--- src/rtl/reg_fifo_drain_pkg.sv ---
// Shared register map, status-byte layout and stage FSM encodings for the capture-FIFO drain block.
package reg_fifo_drain_pkg;

    localparam logic [5:0] REG_FIFO_DATA   = 6'h30;
    localparam logic [5:0] REG_FIFO_STAT   = 6'h31;
    localparam logic [5:0] REG_CH_SEL      = 6'h32;
    localparam logic [5:0] REG_OVF         = 6'h33;
    localparam logic [5:0] REG_POP_CNT     = 6'h34;
    localparam logic [5:0] REG_FLUSH       = 6'h35;
    localparam logic [5:0] REG_POP_CNT_CLR = 6'h36;

    localparam int ST_VALID   = 0;
    localparam int ST_EMPTY   = 1;
    localparam int ST_UDF     = 2;
    localparam int ST_OVF     = 3;
    localparam int ST_TAG_LSB = 4;

    localparam logic [1:0] S_IDLE   = 2'd0;
    localparam logic [1:0] S_FETCH  = 2'd1;
    localparam logic [1:0] S_WAIT   = 2'd2;
    localparam logic [1:0] S_LOADED = 2'd3;

    function automatic int ceil_div8(input int bits);
        return (bits + 7) / 8;
    endfunction

endpackage

--- src/rtl/fifo_stage_fsm.sv ---
// Prefetch controller: pops one entry from the selected FIFO into a staging register and
// holds it until the register side consumes or flushes it.
module fifo_stage_fsm
    import reg_fifo_drain_pkg::*;
#(
    parameter int pENTRY_WIDTH = 18,
    parameter int pCHANNELS    = 2
) (
    input  logic                              i_clk,
    input  logic                              i_reset,
    input  logic [3:0]                        i_ch_sel,
    input  logic [pCHANNELS-1:0]              i_fifo_empty,
    input  logic [pCHANNELS*pENTRY_WIDTH-1:0] i_fifo_dout,
    input  logic                              i_flush,
    input  logic                              i_consume,
    output logic [pCHANNELS-1:0]              o_fifo_rd_en,
    output logic                              o_valid,
    output logic [3:0]                        o_tag,
    output logic [pENTRY_WIDTH-1:0]           o_data,
    output logic                              o_loaded,
    output logic                              o_drop_inflight
);

    logic [1:0]              r_state, w_state_d;
    logic [3:0]              r_tag, w_tag_d;
    logic                    r_valid, w_valid_d;
    logic [pENTRY_WIDTH-1:0] r_data, w_data_d;
    logic                    w_empty_sel;
    logic [pENTRY_WIDTH-1:0] w_dout_tag;

    always_comb begin
        w_empty_sel = 1'b1;
        w_dout_tag  = '0;
        for (int c = 0; c < pCHANNELS; c++) begin
            if (i_ch_sel == 4'(c)) w_empty_sel = i_fifo_empty[c];
            if (r_tag == 4'(c)) w_dout_tag = i_fifo_dout[c*pENTRY_WIDTH +: pENTRY_WIDTH];
        end
    end

    // Tag is captured on entry to FETCH so the pop and the later capture use the same channel.
    always_comb begin
        w_state_d = r_state;
        w_tag_d   = r_tag;
        w_valid_d = r_valid;
        w_data_d  = r_data;
        case (r_state)
            S_IDLE: begin
                if (!w_empty_sel) begin
                    w_state_d = S_FETCH;
                    w_tag_d   = i_ch_sel;
                end
            end
            S_FETCH: w_state_d = S_WAIT;
            S_WAIT: begin
                w_data_d  = w_dout_tag;
                w_valid_d = 1'b1;
                w_state_d = S_LOADED;
            end
            S_LOADED: begin
                if (i_consume) begin
                    w_valid_d = 1'b0;
                    w_state_d = S_IDLE;
                end
            end
            default: w_state_d = S_IDLE;
        endcase
        if (i_flush) begin
            w_valid_d = 1'b0;
            w_state_d = S_IDLE;
        end
    end

    always_ff @(posedge i_clk) begin
        if (i_reset) begin
            r_state <= S_IDLE;
            r_tag   <= '0;
            r_valid <= 1'b0;
            r_data  <= '0;
        end else begin
            r_state <= w_state_d;
            r_tag   <= w_tag_d;
            r_valid <= w_valid_d;
            r_data  <= w_data_d;
        end
    end

    always_comb begin
        o_fifo_rd_en = '0;
        for (int c = 0; c < pCHANNELS; c++) begin
            o_fifo_rd_en[c] = (r_state == S_FETCH) && (r_tag == 4'(c));
        end
    end

    assign o_valid         = r_valid;
    assign o_tag           = r_tag;
    assign o_data          = r_data;
    assign o_loaded        = (r_state == S_LOADED);
    assign o_drop_inflight = i_flush && ((r_state == S_FETCH) || (r_state == S_WAIT));

endmodule

--- src/rtl/reg_fifo_drain.sv ---
// Register front end that drains the capture FIFOs byte-serially: decode, sticky flags,
// saturating pop counter and the registered read mux.
module reg_fifo_drain
    import reg_fifo_drain_pkg::*;
#(
    parameter int pENTRY_WIDTH = 18,
    parameter int pCHANNELS    = 2,
    parameter int pCNT_WIDTH   = 16
) (
    input  logic                              cwusb_clk,
    input  logic                              reset_i,
    input  logic [5:0]                        reg_address,
    input  logic [15:0]                       reg_bytecnt,
    input  logic                              reg_read,
    input  logic                              reg_write,
    input  logic                              reg_addrvalid,
    input  logic [7:0]                        write_data,
    output logic [7:0]                        read_data,
    output logic [pCHANNELS-1:0]              O_fifo_rd_en,
    input  logic [pCHANNELS*pENTRY_WIDTH-1:0] I_fifo_dout,
    input  logic [pCHANNELS-1:0]              I_fifo_empty,
    input  logic [pCHANNELS-1:0]              I_fifo_overflow
);

    localparam int pNBYTES    = ceil_div8(pENTRY_WIDTH);
    localparam int pOVF_BYTES = ceil_div8(pCHANNELS);
    localparam int pCNT_BYTES = pCNT_WIDTH / 8;

    logic [7:0]            r_read_data;
    logic [3:0]            r_ch_sel;
    logic                  r_udf;
    logic [pCHANNELS-1:0]  r_ovf;
    logic [pCNT_WIDTH-1:0] r_pop_cnt;

    logic                      w_acc, w_wr, w_consume, w_flush, w_cnt_clr, w_chsel_wr;
    logic                      w_udf_set, w_empty_cur, w_drop, w_valid, w_loaded;
    logic [3:0]                w_tag;
    logic [pENTRY_WIDTH-1:0]   w_data;
    logic [7:0]                w_status, w_rd_byte;
    logic [pNBYTES*8-1:0]      w_stage_pad;
    logic [pOVF_BYTES*8-1:0]   w_ovf_pad;

    assign w_acc      = reg_addrvalid & reg_read;
    assign w_wr       = reg_addrvalid & reg_write;
    assign w_flush    = w_wr && (reg_address == REG_FLUSH) && (reg_bytecnt == 16'd0);
    assign w_cnt_clr  = w_wr && (reg_address == REG_POP_CNT_CLR) && (reg_bytecnt == 16'd0);
    assign w_chsel_wr = w_wr && (reg_address == REG_CH_SEL) && (reg_bytecnt == 16'd0);
    assign w_consume  = w_acc && (reg_address == REG_FIFO_DATA)
                        && (reg_bytecnt == 16'(pNBYTES)) && w_loaded;
    assign w_udf_set  = w_acc && (reg_address == REG_FIFO_DATA)
                        && (reg_bytecnt == 16'd0) && !w_valid;

    fifo_stage_fsm #(
        .pENTRY_WIDTH (pENTRY_WIDTH),
        .pCHANNELS    (pCHANNELS)
    ) u_stage (
        .i_clk           (cwusb_clk),
        .i_reset         (reset_i),
        .i_ch_sel        (r_ch_sel),
        .i_fifo_empty    (I_fifo_empty),
        .i_fifo_dout     (I_fifo_dout),
        .i_flush         (w_flush),
        .i_consume       (w_consume),
        .o_fifo_rd_en    (O_fifo_rd_en),
        .o_valid         (w_valid),
        .o_tag           (w_tag),
        .o_data          (w_data),
        .o_loaded        (w_loaded),
        .o_drop_inflight (w_drop)
    );

    always_comb begin
        w_empty_cur = 1'b1;
        for (int c = 0; c < pCHANNELS; c++) begin
            if (r_ch_sel == 4'(c)) w_empty_cur = I_fifo_empty[c];
        end
        w_stage_pad                   = '0;
        w_stage_pad[pENTRY_WIDTH-1:0] = w_data;
        w_ovf_pad                     = '0;
        w_ovf_pad[pCHANNELS-1:0]      = r_ovf;
    end

    // The underflowing read itself already reports the underflow bit.
    always_comb begin
        w_status                 = '0;
        w_status[ST_VALID]       = w_valid;
        w_status[ST_EMPTY]       = w_empty_cur;
        w_status[ST_UDF]         = r_udf | w_udf_set;
        w_status[ST_OVF]         = |r_ovf;
        w_status[ST_TAG_LSB +: 4] = w_tag;
    end

    always_comb begin
        w_rd_byte = '0;
        if (w_acc) begin
            case (reg_address)
                REG_FIFO_DATA: begin
                    if (reg_bytecnt == 16'd0) w_rd_byte = w_status;
                    for (int k = 0; k < pNBYTES; k++) begin
                        if (reg_bytecnt == 16'(k + 1) && w_valid) w_rd_byte = w_stage_pad[k*8 +: 8];
                    end
                end
                REG_FIFO_STAT: begin
                    if (reg_bytecnt == 16'd0) w_rd_byte = w_status;
                end
                REG_CH_SEL: begin
                    if (reg_bytecnt == 16'd0) w_rd_byte = {4'b0, r_ch_sel};
                end
                REG_OVF: begin
                    for (int k = 0; k < pOVF_BYTES; k++) begin
                        if (reg_bytecnt == 16'(k)) w_rd_byte = w_ovf_pad[k*8 +: 8];
                    end
                end
                REG_POP_CNT: begin
                    for (int k = 0; k < pCNT_BYTES; k++) begin
                        if (reg_bytecnt == 16'(k)) w_rd_byte = r_pop_cnt[k*8 +: 8];
                    end
                end
                default: w_rd_byte = '0;
            endcase
        end
    end

    // Flushing an in-flight entry still counts: the FIFO was already popped.
    always_ff @(posedge cwusb_clk) begin
        if (reset_i) begin
            r_read_data <= '0;
            r_ch_sel    <= '0;
            r_udf       <= 1'b0;
            r_ovf       <= '0;
            r_pop_cnt   <= '0;
        end else begin
            r_read_data <= w_rd_byte;
            if (w_chsel_wr && (write_data < 8'(pCHANNELS))) r_ch_sel <= write_data[3:0];
            r_udf <= (r_udf && !w_flush) || w_udf_set;
            r_ovf <= (w_flush ? '0 : r_ovf) | I_fifo_overflow;
            if (w_cnt_clr) begin
                r_pop_cnt <= '0;
            end else if ((w_consume || w_drop) && !(&r_pop_cnt)) begin
                r_pop_cnt <= r_pop_cnt + 1'b1;
            end
        end
    end

    assign read_data = r_read_data;

endmodule
--- config.mk ---
export PLATFORM = sky130hd
export DESIGN_NAME = reg_fifo_drain
export DESIGN_NICKNAME = d
export VERILOG_FILES = /design/src/rtl/reg_fifo_drain_pkg.sv /design/src/rtl/fifo_stage_fsm.sv /design/src/rtl/reg_fifo_drain.sv
export SDC_FILE = /design/constraint.sdc
export NUM_CORES = 1
export LEC_CHECK = 0
export BUFFER_PORTS_ARGS = -buffer_cell sky130_fd_sc_hd__buf_2
export CORE_UTILIZATION = 50
export DETAILED_ROUTE_END_ITERATION = 12
export PLACE_DENSITY_LB_ADDON = 0.25
export SYNTH_ARGS = -nofsm -noshare
export SYNTH_HDL_FRONTEND = slang
export SYNTH_SLANG_ARGS = --single-unit
--- constraint.sdc ---
create_clock -name cwusb_clk -period 3.5 [get_ports cwusb_clk]
set_clock_uncertainty 0.2 [all_clocks]
set_input_delay 0.175 -clock cwusb_clk [delete_from_list [all_inputs] [get_ports cwusb_clk]]
set_output_delay 0.175 -clock cwusb_clk [all_outputs]
set_load 0.005 [all_outputs]
==> impl_metrics.tcl, run 1 <==
set metrics [dict create \
    cp.required_ns 3.55 \
    dieArea_um2 6641 \
    yosysSeqAreaShare_pct 35.49 \
    power_mw 1.477 \
    final_util_pct 62.74 \
    final_nets 519 \
    synth_common_cells "dfxtp_1 (56), nor2_1 (30), a22oi_1 (28)" \
    cts_sinks 56 \
    hold_class "in -> reg" \
    antenna_left 0 \
    status "completed" \
    grt_pass1_vias 2960 \
    synth_seq_cells 56 \
    drc 0 \
    finalHoldViolCount 0 \
    routed_via_density 6.237 \
    core_um2 5991 \
    setup_violations 0 \
    p_seq_share_pct 51.5 \
    grt_usage_pct 27.79 \
    power_frac_comb_pct 23.3 \
    clk_pin_slew_ns 0.11 \
    arrival_ns 2.44 \
    cts_tree "done" \
    clock_path_buffers 2 \
    drt-total-wl_um 8385 \
    fin_crit_sh_pct 68.34 \
    hpwl_um 6397 \
    htree_num_levels 2 \
    start_util_pct 52.74 \
    die_x_um 81.49 \
    synth_cells 357 \
    clock.fmax_mhz 418.1 \
    dpl_cell_area_um2 3635 \
    grt_max_degree 38 \
    yosysMostFrequentCell "dfxtp_1" \
    power.net_switching_mw 0.4677 \
    grt_pass1_wl_um 14220 \
    dr.pass1.iters 6 \
    syn_avg_cell_area_um2 8.850 \
    power_leakage_nw 1.361 \
    slew_headroom_pct 39.37 \
    synth-main-ff-cell "dfxtp_1" \
    rows 28 \
    antenna_found_initial 0 \
    p_clk_share_pct 25.2 \
    cp_max_fo 21 \
    antenna_cells 0 \
    design_area_um2 3759 \
    cts_buffers 5 \
    wl_per_cell_um 16.31 \
    worst_pin_slew_ns 0.9061 \
    syn2layout_area_growth_pct 18.97 \
    cp-start-kind "flip-flop" \
    place.gp.congestion 0.9566 \
    synthesis.area_um2 3159 \
    clock_latency_ns 0.32 \
    die_h_um 81.49 \
    finalSetupTns_ns 0 \
    ys_top_cells_by_area "dfxtp_1 (35%), a22oi_1 (6.7%), a211oi_1 (4.3%)" \
    synth_largest_area_cell "dfxtp_1" \
    power.density_nw_per_um2 393.1 \
    min_period_ns 2.392 \
    drtIter0Drc 200 \
    p_int_mw 1.010 \
    ir_drop_v 0.0002209 \
    crit_type "reg -> reg" \
    async_reset_ff_share_pct 0 \
    dr_total_vias 3206 \
    cap_violations 0 \
    ys.warnings.count 0 \
    switching_share_pct 31.66 \
    syn_nets 438 \
    synth_edf_count 0 \
    yosysUniqueCellTypes 57 \
    end_kind "flip-flop" \
    portBuffers 84 \
    slew_viol_final 0 \
    ios 85 \
    rsz0062_at_grt "false" \
    drive_gt1_share_pct 25.97 \
    grt_overflow 0 \
    root_buffer "clkbuf_8" \
    synth_top_area_share_pct 35.49 \
]
[state kept, by name (all words and copies together) (netlist names)]
register / flops
r_udf: 1
u_stage.o_tag: 4
r_ch_sel: 4
u_stage.r_state: 2
u_stage.o_valid: 1
r_ovf: 2
r_pop_cnt: 16
u_stage.o_data: 18
read_data: 8
[power groups by stage]
stage | clock network, mW | registers [mW] | logic [mW]
after global routing | 0.405 | 0.772 | 0.393
after detailed placement | 0 | 0.774 | 0.339
after floorplan | 0 | 0.755 | 0.236
after CTS | 0.380 | 0.760 | 0.343
after global placement | 0 | 0.773 | 0.329
final | 0.372 | 0.761 | 0.344
[final timing paths]
| kind | startpoint | to | slack (ns) | cells after the start |
|---|---|---|---|---|
| hold / removal | I_fifo_dout[27] | u_stage.o_data[9] | 0.01 | 3 |
| setup / recovery | u_stage.r_state[0] | r_pop_cnt[5] | 1.11 | 6 |
| hold reg to reg | u_stage.o_data[17] | u_stage.o_data[17] | 0.29 | 2 |
| setup reg to reg | u_stage.r_state[0] | r_pop_cnt[5] | 1.11 | 6 |
[placed cells by master, fill, tap and decap left out, drive strengths merged, types with 4 or more instances in the layout]
master and instances:
buf 89, dfxtp 56, nor2 30, a22oi 28, a211oi 18, a21oi 16, nand2 15, and2 14
nand4 11, nand3 10, nor4 10, inv 9, nor3 8, o21ai 8, o31ai 8, o22ai 8
or4 7, or3 6, a222oi 6, and3 6, ha 6, nor3b 6, nand2b 5, mux2i 5
clkbuf 5, mux2 4, a22o 4
[metal layers]
layer | vias to the layer above | GRT usage, % | part of all wire [%]
met5 | - | 0 | 0
met4 | 0 | 7.321 | 1.1
met3 | 14 | 3.667 | 6.0
met2 | 143 | 47.42 | 47
met1 | 1473 | 36.64 | 46
li1 | 1576 | - | -
[repair_timing]
| item | 4_1_cts | 5_1_grt |
|---|---|---|
| resized for setup | 0 | 0 |
| setup buffers | 0 | 0 |
| hold endpoints to repair | 3 | 0 |
| hold buffers | 3 | 0 |
[final cells by class]
cell class / count / area [µm²]
clock buffers: 5 / 68.82
fillers: 515 / 2232
well taps: 75 / 93.84
inverters: 7 / 26.28
clock inverters: 3 / 25.02
flip-flops and latches: 56 / 1121
repair buffers: 92 / 488.0
multi-input cells: 276 / 1936
[stage by stage]
stage / instances / hold WS, ns / setup WS [ns]
global placement: 503 / 0.1900 / 1.149
CTS: 514 / 0.009856 / 1.119
detailed placement: 503 / 0.1994 / 1.048
global route: 514 / 0.02773 / 0.8957
floorplan: 357 / 0.09243 / 1.319
finish: 514 / 0.01276 / 1.108
[cell families (layout without fill, tap and decap cells)]
logic type	count (synthesis)	in the layout	share of synthesized area (%)
buffers and inverters	25	107	3.247
adders and majority gates	6	6	2.376
DFF	56	56	35.49
and+or+nand+nor	143	143	28.20
AOI/OAI and AO/OA	118	118	27.68
muxes	9	9	3.010
[critical path: stages, from the launching register on]
cell and delay [ns]:
dfxtp_1 0.41, inv_1 0.10, ha_1 0.35, nand4_1 0.14, o32a_4 0.44, or4_1 0.53, a21oi_1 0.15
No activity file was read; power rests on OpenSTA's default activity.
==> inputs of run 2 (changes only) <==
Clock period 3.5 ns to 2.3 ns, I/O delays scaled along.
==> impl_metrics.tcl, run 2 (synthesis gave the netlist of run 1 again) <==
set metrics [dict create \
    cap_violations 0 \
    design_area_um2 4228 \
    dpl_cell_area_um2 3755 \
    start_util_pct 52.74 \
    grt_max_degree 37 \
    root_buffer "clkbuf_8" \
    routed_via_density 6.359 \
    clk_pin_slew_ns 0.10 \
    grt_overflow 0 \
    reg2reg_depth 7 \
    core_um2 5991 \
    final_cell_mix "buf_2 (84), dfxtp_1 (53), dlygate4sd3_1 (31)" \
    hold_start "I_fifo_dout[14]" \
    power_mw 2.364 \
    cp.required_ns 2.34 \
    arrival_ns 2.28 \
    hold_class "in -> reg" \
    cp_max_fo 9 \
    slowest_stage "o32a_4" \
    grt_pass1_vias 3378 \
    fin_crit_sh_pct 97.07 \
    antenna_cells 0 \
    end_kind "flip-flop" \
    dieArea_um2 6641 \
    slew_headroom_pct 62.07 \
    portBuffers 84 \
    min_path_cells 3 \
    min_period_ns 2.233 \
    crit_type "reg -> reg" \
    cts_buffers 5 \
    max_stage_delay_ns 0.40 \
    worst_pin_slew_ns 0.5689 \
    ir_drop_v 0.0004010 \
    n_fill_cell 452 \
    drive_gt1_share_pct 29.51 \
    clock.fmax_mhz 447.9 \
    final_nets 568 \
    syn2layout_area_growth_pct 33.82 \
    reg2reg_slack_ns 0.07 \
    hold_slack_ns 0.007561 \
    rsz0062_at_grt "false" \
    clock_path_buffers 2 \
    cp.depth 7 \
    crit_buf_inv 2 \
    power.density_nw_per_um2 559.1 \
    rows 28 \
    crit_chain "inv_2 -> ha_4 -> nand4_1 -> o32a_4 -> buf_4 -> or3_1 -> a21oi_1" \
    die_x_um 81.49 \
    grt_pass1_wl_um 16100 \
    antenna_found_initial 0 \
    dr.pass1.iters 5 \
    die_h_um 81.49 \
    hpwl_um 6598 \
    grt_usage_pct 31.43 \
    dr_total_vias 3580 \
    finalSetupTns_ns 0 \
    wl_per_cell_um 17.62 \
    place.gp.congestion 0.9750 \
    drtIter0Drc 220 \
    setup_violations 0 \
    cp-start-kind "flip-flop" \
    status "completed" \
    r2r-start "u_stage.r_state[0]" \
    setup.worst_path.start "u_stage.r_state[0]" \
    antenna_left 0 \
    drc 0 \
    cts_tree "done" \
    cts_sinks 56 \
    final_common_cell "buf_2" \
    largest_register_ffs 18 \
    ios 85 \
    final_util_pct 70.57 \
    htree_num_levels 2 \
    finalHoldViolCount 0 \
    drt-total-wl_um 9921 \
    clock_latency_ns 0.31 \
    slew_viol_final 0 \
    power_leakage_nw 1.579 \
    critPathTopFamily "compound AO/OA/AOI/OAI gates" \
]
==> run 2: area by class of cell <==
class / count / area [µm²] / share of cell area (%)
flip-flops and latches: 56 / 1125 / 26.61
inverters: 7 / 26.28 / 0.6215
clock buffers: 6 / 72.57 / 1.716
clock inverters: 2 / 13.76 / 0.3255
well taps: 75 / 93.84 / 2.220
multi-input cells: 277 / 1978 / 46.79
repair buffers: 140 / 918.4 / 21.72
==> run 2: power breakdown <==
| part | switching, mW | internal [mW] | total [mW] | leakage, nW |
|---|---|---|---|---|
| sequential | 0.0719 | 1.08 | 1.15 | 0.455 |
| combinational | 0.345 | 0.318 | 0.662 | 1.08 |
| clock | 0.328 | 0.218 | 0.546 | 0.0456 |
| total | 0.745 | 1.62 | 2.36 | 1.58 |
==> run 2: path summary, 6_finish.rpt <==
path / to
worst max-delay path: r_pop_cnt[8]
worst min-delay path: u_stage.o_data[14]
worst max register to register: r_pop_cnt[8]
worst min register to register: u_stage.o_data[17]
==> run 2: metal layers <==
layer  up-vias  routed length [µm]  GRT usage (%)
met5         -                   0              0
met4         0                 253          9.286
met3        28                 733          4.889
met2       191                4934          54.58
met1      1681                3999          39.85
li1       1680                   -              -
==> run 2: worst reg2reg max path: stages (launching register included) <==
cell,delay (ns)
dfxtp_2,0.36
inv_2,0.06
ha_4,0.28
nand4_1,0.18
o32a_4,0.40
buf_4,0.17
or3_1,0.34
a21oi_1,0.17
==> run 2: metrics by stage <==
stage | std cells | setup WS [ns]
after floorplan | 357 | 0.1226
after global placement | 519 | 0.1051
after detailed placement | 519 | -0.0009119
after CTS | 561 | 0.001133
after global routing | 563 | 0.01087
final | 563 | 0.06742
==> run 2: timing repair <==
item                                    CTS  global route
resized for setup                         4             6
cloned                                    1             0
buffers inserted                          3             1
pin swaps                                 1             1
endpoints found under the hold margin    20             1
hold buffers                             30             1
endpoints found under the setup margin    6            14
